## src/rtl/queue_drain_reader_pkg.sv

```systemverilog
// Shared types and default sizing for the queue drain reader.
package queue_drain_reader_pkg;

    localparam int unsigned DEFAULT_DATA_W = 64;
    localparam int unsigned DEFAULT_DEPTH  = 5;
    localparam int unsigned CNT_W          = 3;

    typedef enum logic [1:0] {
        ST_IDLE,
        ST_AGE,
        ST_DRAIN,
        ST_REPORT
    } state_e;

endpackage

```

## src/rtl/queue_drain_reader_occ_tracker.sv

```systemverilog
// Shadow occupancy counter of the attached queue plus the sticky protocol-error flag.
module occ_tracker
    import queue_drain_reader_pkg::*;
#(
    parameter int unsigned DEPTH = DEFAULT_DEPTH
) (
    input  logic             clk_i,
    input  logic             rst_i,
    input  logic             en_i,
    input  logic             push_valid_i,
    input  logic             pop_valid_i,
    input  logic             pop_i,
    output logic [CNT_W-1:0] occ_o,
    output logic [CNT_W-1:0] occ_next_c_o,
    output logic             err_o
);

    logic [CNT_W-1:0] occ_q, occ_d;
    logic             err_q, err_d;

    // Saturating occupancy update; overflow, underflow and an unanswered pop all latch err.
    always_comb begin
        occ_d = occ_q;
        err_d = err_q;
        if (en_i) begin
            if (push_valid_i && !pop_valid_i && (occ_q != CNT_W'(DEPTH))) begin
                occ_d = occ_q + CNT_W'(1);
            end else if (pop_valid_i && !push_valid_i && (occ_q != '0)) begin
                occ_d = occ_q - CNT_W'(1);
            end
            if ((push_valid_i && !pop_valid_i && (occ_q == CNT_W'(DEPTH))) ||
                (pop_valid_i && (occ_q == '0)) ||
                (pop_i && !pop_valid_i && (occ_q != '0))) begin
                err_d = 1'b1;
            end
        end
    end

    always_ff @(posedge clk_i) begin
        if (rst_i) begin
            occ_q <= '0;
            err_q <= 1'b0;
        end else begin
            occ_q <= occ_d;
            err_q <= err_d;
        end
    end

    assign occ_o        = occ_q;
    assign occ_next_c_o = occ_d;
    assign err_o        = err_q;

endmodule

```

## src/rtl/queue_drain_reader.sv

```systemverilog
// Drains a time-tracking queue on timeout or high water and reports sum/count/max-wait.
// Optional max_waited tracking is enabled by defining READER_MAXWAIT_EN.
module queue_drain_reader
    import queue_drain_reader_pkg::*;
#(
    parameter int unsigned DATA_W     = DEFAULT_DATA_W,
    parameter int unsigned DEPTH      = DEFAULT_DEPTH,
    parameter int unsigned TIMEOUT    = 8,
    parameter int unsigned HIGH_WATER = 4
) (
    input  logic                     clk,
    input  logic                     rst,
    input  logic                     en,
    input  logic                     push_valid,
    input  logic                     pop_valid,
    input  logic signed [DATA_W-1:0] out,
    input  logic signed [DATA_W-1:0] waited,
    output logic                     pop,
    output logic signed [DATA_W-1:0] sum,
    output logic [CNT_W-1:0]         n,
    output logic signed [DATA_W-1:0] max_waited,
    output logic                     report,
    output logic [CNT_W-1:0]         occ,
    output logic                     err
);

    localparam int unsigned AGE_W = (TIMEOUT > 2) ? $clog2(TIMEOUT) : 1;

    state_e                    state_q;
    logic [AGE_W-1:0]          age_q;
    logic signed [DATA_W-1:0]  sum_q;
    logic signed [DATA_W-1:0]  max_q;
    logic [CNT_W-1:0]          n_q;
    logic                      pop_q;
    logic                      report_q;

    logic [CNT_W-1:0]          occ_next_c;
    logic [CNT_W-1:0]          n_inc_c;
    logic                      age_done_c;
    logic                      hw_hit_c;
    logic                      drain_end_c;

    occ_tracker #(
        .DEPTH(DEPTH)
    ) u_occ_tracker (
        .clk_i        (clk),
        .rst_i        (rst),
        .en_i         (en),
        .push_valid_i (push_valid),
        .pop_valid_i  (pop_valid),
        .pop_i        (pop),
        .occ_o        (occ),
        .occ_next_c_o (occ_next_c),
        .err_o        (err)
    );

    assign n_inc_c     = n_q + CNT_W'(1);
    assign age_done_c  = (age_q == AGE_W'(TIMEOUT - 1));
    assign hw_hit_c    = (occ_next_c >= CNT_W'(HIGH_WATER));
    assign drain_end_c = !pop_valid || (occ_next_c == '0) || (n_inc_c == CNT_W'(DEPTH));

    // Drain sequencer; statistics are cleared on DRAIN entry and held until the next one.
    always_ff @(posedge clk) begin
        if (rst) begin
            state_q  <= ST_IDLE;
            age_q    <= '0;
            sum_q    <= '0;
            max_q    <= '0;
            n_q      <= '0;
            pop_q    <= 1'b0;
            report_q <= 1'b0;
        end else if (en) begin
            report_q <= 1'b0;
            case (state_q)
                ST_IDLE: begin
                    age_q <= '0;
                    if (push_valid) begin
                        state_q <= ST_AGE;
                    end
                end
                ST_AGE: begin
                    age_q <= age_q + AGE_W'(1);
                    if (age_done_c || hw_hit_c) begin
                        state_q <= ST_DRAIN;
                        age_q   <= '0;
                        sum_q   <= '0;
                        max_q   <= '0;
                        n_q     <= '0;
                        pop_q   <= 1'b1;
                    end
                end
                ST_DRAIN: begin
                    if (pop_valid) begin
                        sum_q <= sum_q + out;
                        n_q   <= n_inc_c;
`ifdef READER_MAXWAIT_EN
                        if (waited > max_q) begin
                            max_q <= waited;
                        end
`endif
                    end
                    if (drain_end_c) begin
                        state_q  <= ST_REPORT;
                        pop_q    <= 1'b0;
                        report_q <= 1'b1;
                    end
                end
                ST_REPORT: begin
                    age_q   <= '0;
                    state_q <= (occ_next_c != '0) ? ST_AGE : ST_IDLE;
                end
                default: state_q <= ST_IDLE;
            endcase
        end
    end

`ifndef READER_MAXWAIT_EN
    logic unused_waited;
    assign unused_waited = ^waited;
`endif

    // pop drops immediately while the clock enable is low.
    assign pop        = pop_q & en;
    assign sum        = sum_q;
    assign n          = n_q;
    assign max_waited = max_q;
    assign report     = report_q;

endmodule

```

## config.mk

```make
export PLATFORM = sky130hd
export DESIGN_NAME = queue_drain_reader
export DESIGN_NICKNAME = d
export VERILOG_FILES = /design/src/rtl/queue_drain_reader_pkg.sv /design/src/rtl/queue_drain_reader_occ_tracker.sv /design/src/rtl/queue_drain_reader.sv
export SDC_FILE = /design/constraint.sdc
export NUM_CORES = 1
export LEC_CHECK = 0
export CELL_PAD_IN_SITES_DETAIL_PLACEMENT = 0
export CELL_PAD_IN_SITES_GLOBAL_PLACEMENT = 1
export CORE_MARGIN = 4
export CORE_UTILIZATION = 35
export DETAILED_ROUTE_END_ITERATION = 8
export GPL_TIMING_DRIVEN = 0
export PLACE_DENSITY = 0.95
export REMOVE_ABC_BUFFERS = 1
export SYNTH_ARGS = -nofsm -noshare
export SYNTH_HDL_FRONTEND = slang
export SYNTH_SLANG_ARGS = --single-unit
```

## constraint.sdc

```tcl
create_clock -name clk -period 5.68 [get_ports clk]
set_input_delay 1.42 -clock clk [delete_from_list [all_inputs] [get_ports clk]]
set_output_delay 1.42 -clock clk [all_outputs]
set_load 0.01 [all_outputs]
```

==> results.cfg <==
[cts]
htreeDepth = 3
hold_buffers = 0
cts-resized-gates = 0
numCtsBuffers = 9
post_cts_buffers = 0
max-clock-path-buffers = 2
numClockSinks = 78
clk_pin_slew_ps = 70
cts_tree = yes
clk_latency_ps = 350
root_buffer = clkbuf_16

[place]
place.detailed.hpwl_um = 15210
port_buffers = 141
dp.cells = 1271
finalWeightedCongestion = 0.8652

[setup_path]
crit_fanout = 4
cp-start-kind = input port
crit_required_ps = 5930
path_class = in2reg
crit_arrival_ps = 4940
worstSetupEndpointType = register

[sta]
slew_violations = 0
rsz0062_at_grt = false
setup_viol = 0
worst_pin_slew_ps = 1306
finalCritPeriodShare = 0.8266
period_needed_ps = 4695
fmaxAchievable_ghz = 0.2130
maxSlewHeadroom = 0.1275
hold_viol = 0
clock_skew_ps = 10.65

[drt]
wl_um = 20060
num_vias = 6728
met2WireLength_um = 9231
dr.first_iter.drc_count = 261
wire_per_inst_um = 15.59
ant_nets = 0
dr.pass1.iters = 5
drc = 0
route.met3.wl_um = 1185
drt-met1-wl_um = 9279
routed_via_density = 5.228
highest_layer = met4

[global_route]
grt_pass1_wl_um = 32550
grt_start_max_net_pins = 48
antenna_found_initial = 0
grt_use_total = 0.1666
overflow = 0
grt_pass1_vias = 6549

[pwr]
ir_drop_uv = 123.8
finalPower_w = 0.001487
power_leakage_nw = 3.735
power_density_nw_per_um2 = 168.4

[logic_synthesis]
synth_cell_types = 78
ys_seq_area_frac = 0.2154
yosys-top-cells-count = 105 x a21oi_1, 78 x dfxtp_1, 76 x ha_1
ys_warn_count = 0
synth_cells = 910
synth_top_cell_by_area = dfxtp_1
yosysMostFrequentCell = a21oi_1
ys.flop_type = dfxtp_1
async_reset_ff_frac = 0
ys_ff_latch = 78
synth_area_leaders = dfxtp_1 22%, ha_1 13%, buf_4 7.5%
netlist.area_leader.share = 0.2154
netlist_area_um2 = 7251
synth_edf_count = 0
synth.avg_cell_area_um2 = 7.968

[layout]
fin_cells = 1287
syn_to_final_growth_pct = 21.79
antenna_cells = 0
layout.nets = 1222
layout-drive-gt1-share = 0.04523

[die]
die_h_um = 151.9
rows = 52
ios = 270
die_x_um = 151.9
die_area_um2 = 23080
start_util = 0.3572
core_um2 = 20300

[worst_hold_path]
hold_path.class = reg2reg

[flow_run]
maxCapViolCount = 0

[status]
outcome = completed
-- final cells by class --
class | count | area, um^2
clock buffers | 11 | 252.7
clock inverters | 5 | 65.06
inverters | 27 | 101.3
multi-input cells | 755 | 5106
repair buffers | 141 | 1406
flip-flops and latches | 78 | 1562
fillers | 2055 | 11470
well taps | 270 | 337.8
-- flip-flops by register name, summed over array words and instances (netlist names) --
name	count
age_q	3
n	3
pop_q	1
report	1
state_q	2
sum	64
u_occ_tracker.err_o	1
u_occ_tracker.occ_o	3
-- stage by stage --
step	worst slack [ps]	setup TNS (ps)	utilization	cell area, um^2	hold WS (ps)
2_1_floorplan	1588	0	-	6760	481.5
3_3_place_gp	-501.2	-12530	0.4192	8509	456.1
3_5_place_dp	635.4	0	0.4194	8513	465.1
4_1_cts	986.0	0	0.4350	8831	474.2
5_1_grt	772.4	0	0.4350	8831	493.8
6_report	984.7	0	0.4350	8831	470.8
-- cell families after synthesis --
kind of cell             synth area share
flip-flops                         0.2154
multiplexers                      0.01156
buffers and inverters              0.1142
AO/OA/AOI/OAI                      0.2853
other                           0.0005172
adder cells (fa/ha/maj)            0.1339
XOR/XNOR                          0.07368
AND/OR/NAND/NOR                    0.1655
-- placed cells by master (no fill, tap or decap), types with 10 or more instances in the layout --
master	instances
nor2_1	52
a21oi_1	105
nand3_1	35
a31oi_1	10
nand2b_1	10
inv_1	25
xor2_1	22
a21o_1	29
nand2_1	75
conb_1	64
o21a_1	12
nand4_1	14
xnor2_1	39
clkdlybuf4s50_1	140
dfxtp_1	78
ha_1	76
o21ai_0	37
a22oi_1	12
a22o_1	32
-- power breakdown --
part	internal, W	leakage, nW	switching, W	total [W]
Sequential	0.000556	0.629	0.00000868	0.000564
Combinational	0.000124	2.95	0.000174	0.000298
Clock	0.000369	0.156	0.000256	0.000625
Total	0.00105	3.74	0.000439	0.00149
-- path summary, 6_finish.rpt --
check                               from  endpoint  slack, ps  cells past startpoint
setup / recovery                  out[0]   sum[62]        980                     14
hold / removal                    sum[8]    sum[8]        470                      2
setup reg to reg  u_occ_tracker.occ_o[0]   sum[32]       1940                     12
hold reg to reg                   sum[8]    sum[8]        470                      2
-- worst max-delay path, cell delays in order --
cell and delay (ps):
clkdlybuf4s50_1 460, ha_1 210, inv_1 70, fa_1 400
nor2b_1 210, o31ai_2 120, a21boi_2 220, o2111ai_2 180
a21oi_1 440, o31ai_2 170, o31a_1 350, o41ai_2 380
xor2_1 110, a22o_1 190
-- routing by layer --
metal / vias up / track usage
met3: 21 / 0.03498
met5: - / 0
met2: 214 / 0.2796
met1: 3113 / 0.2178
li1: 3380 / -
met4: 0 / 0.04452
(Power assumes the default switching activity.)
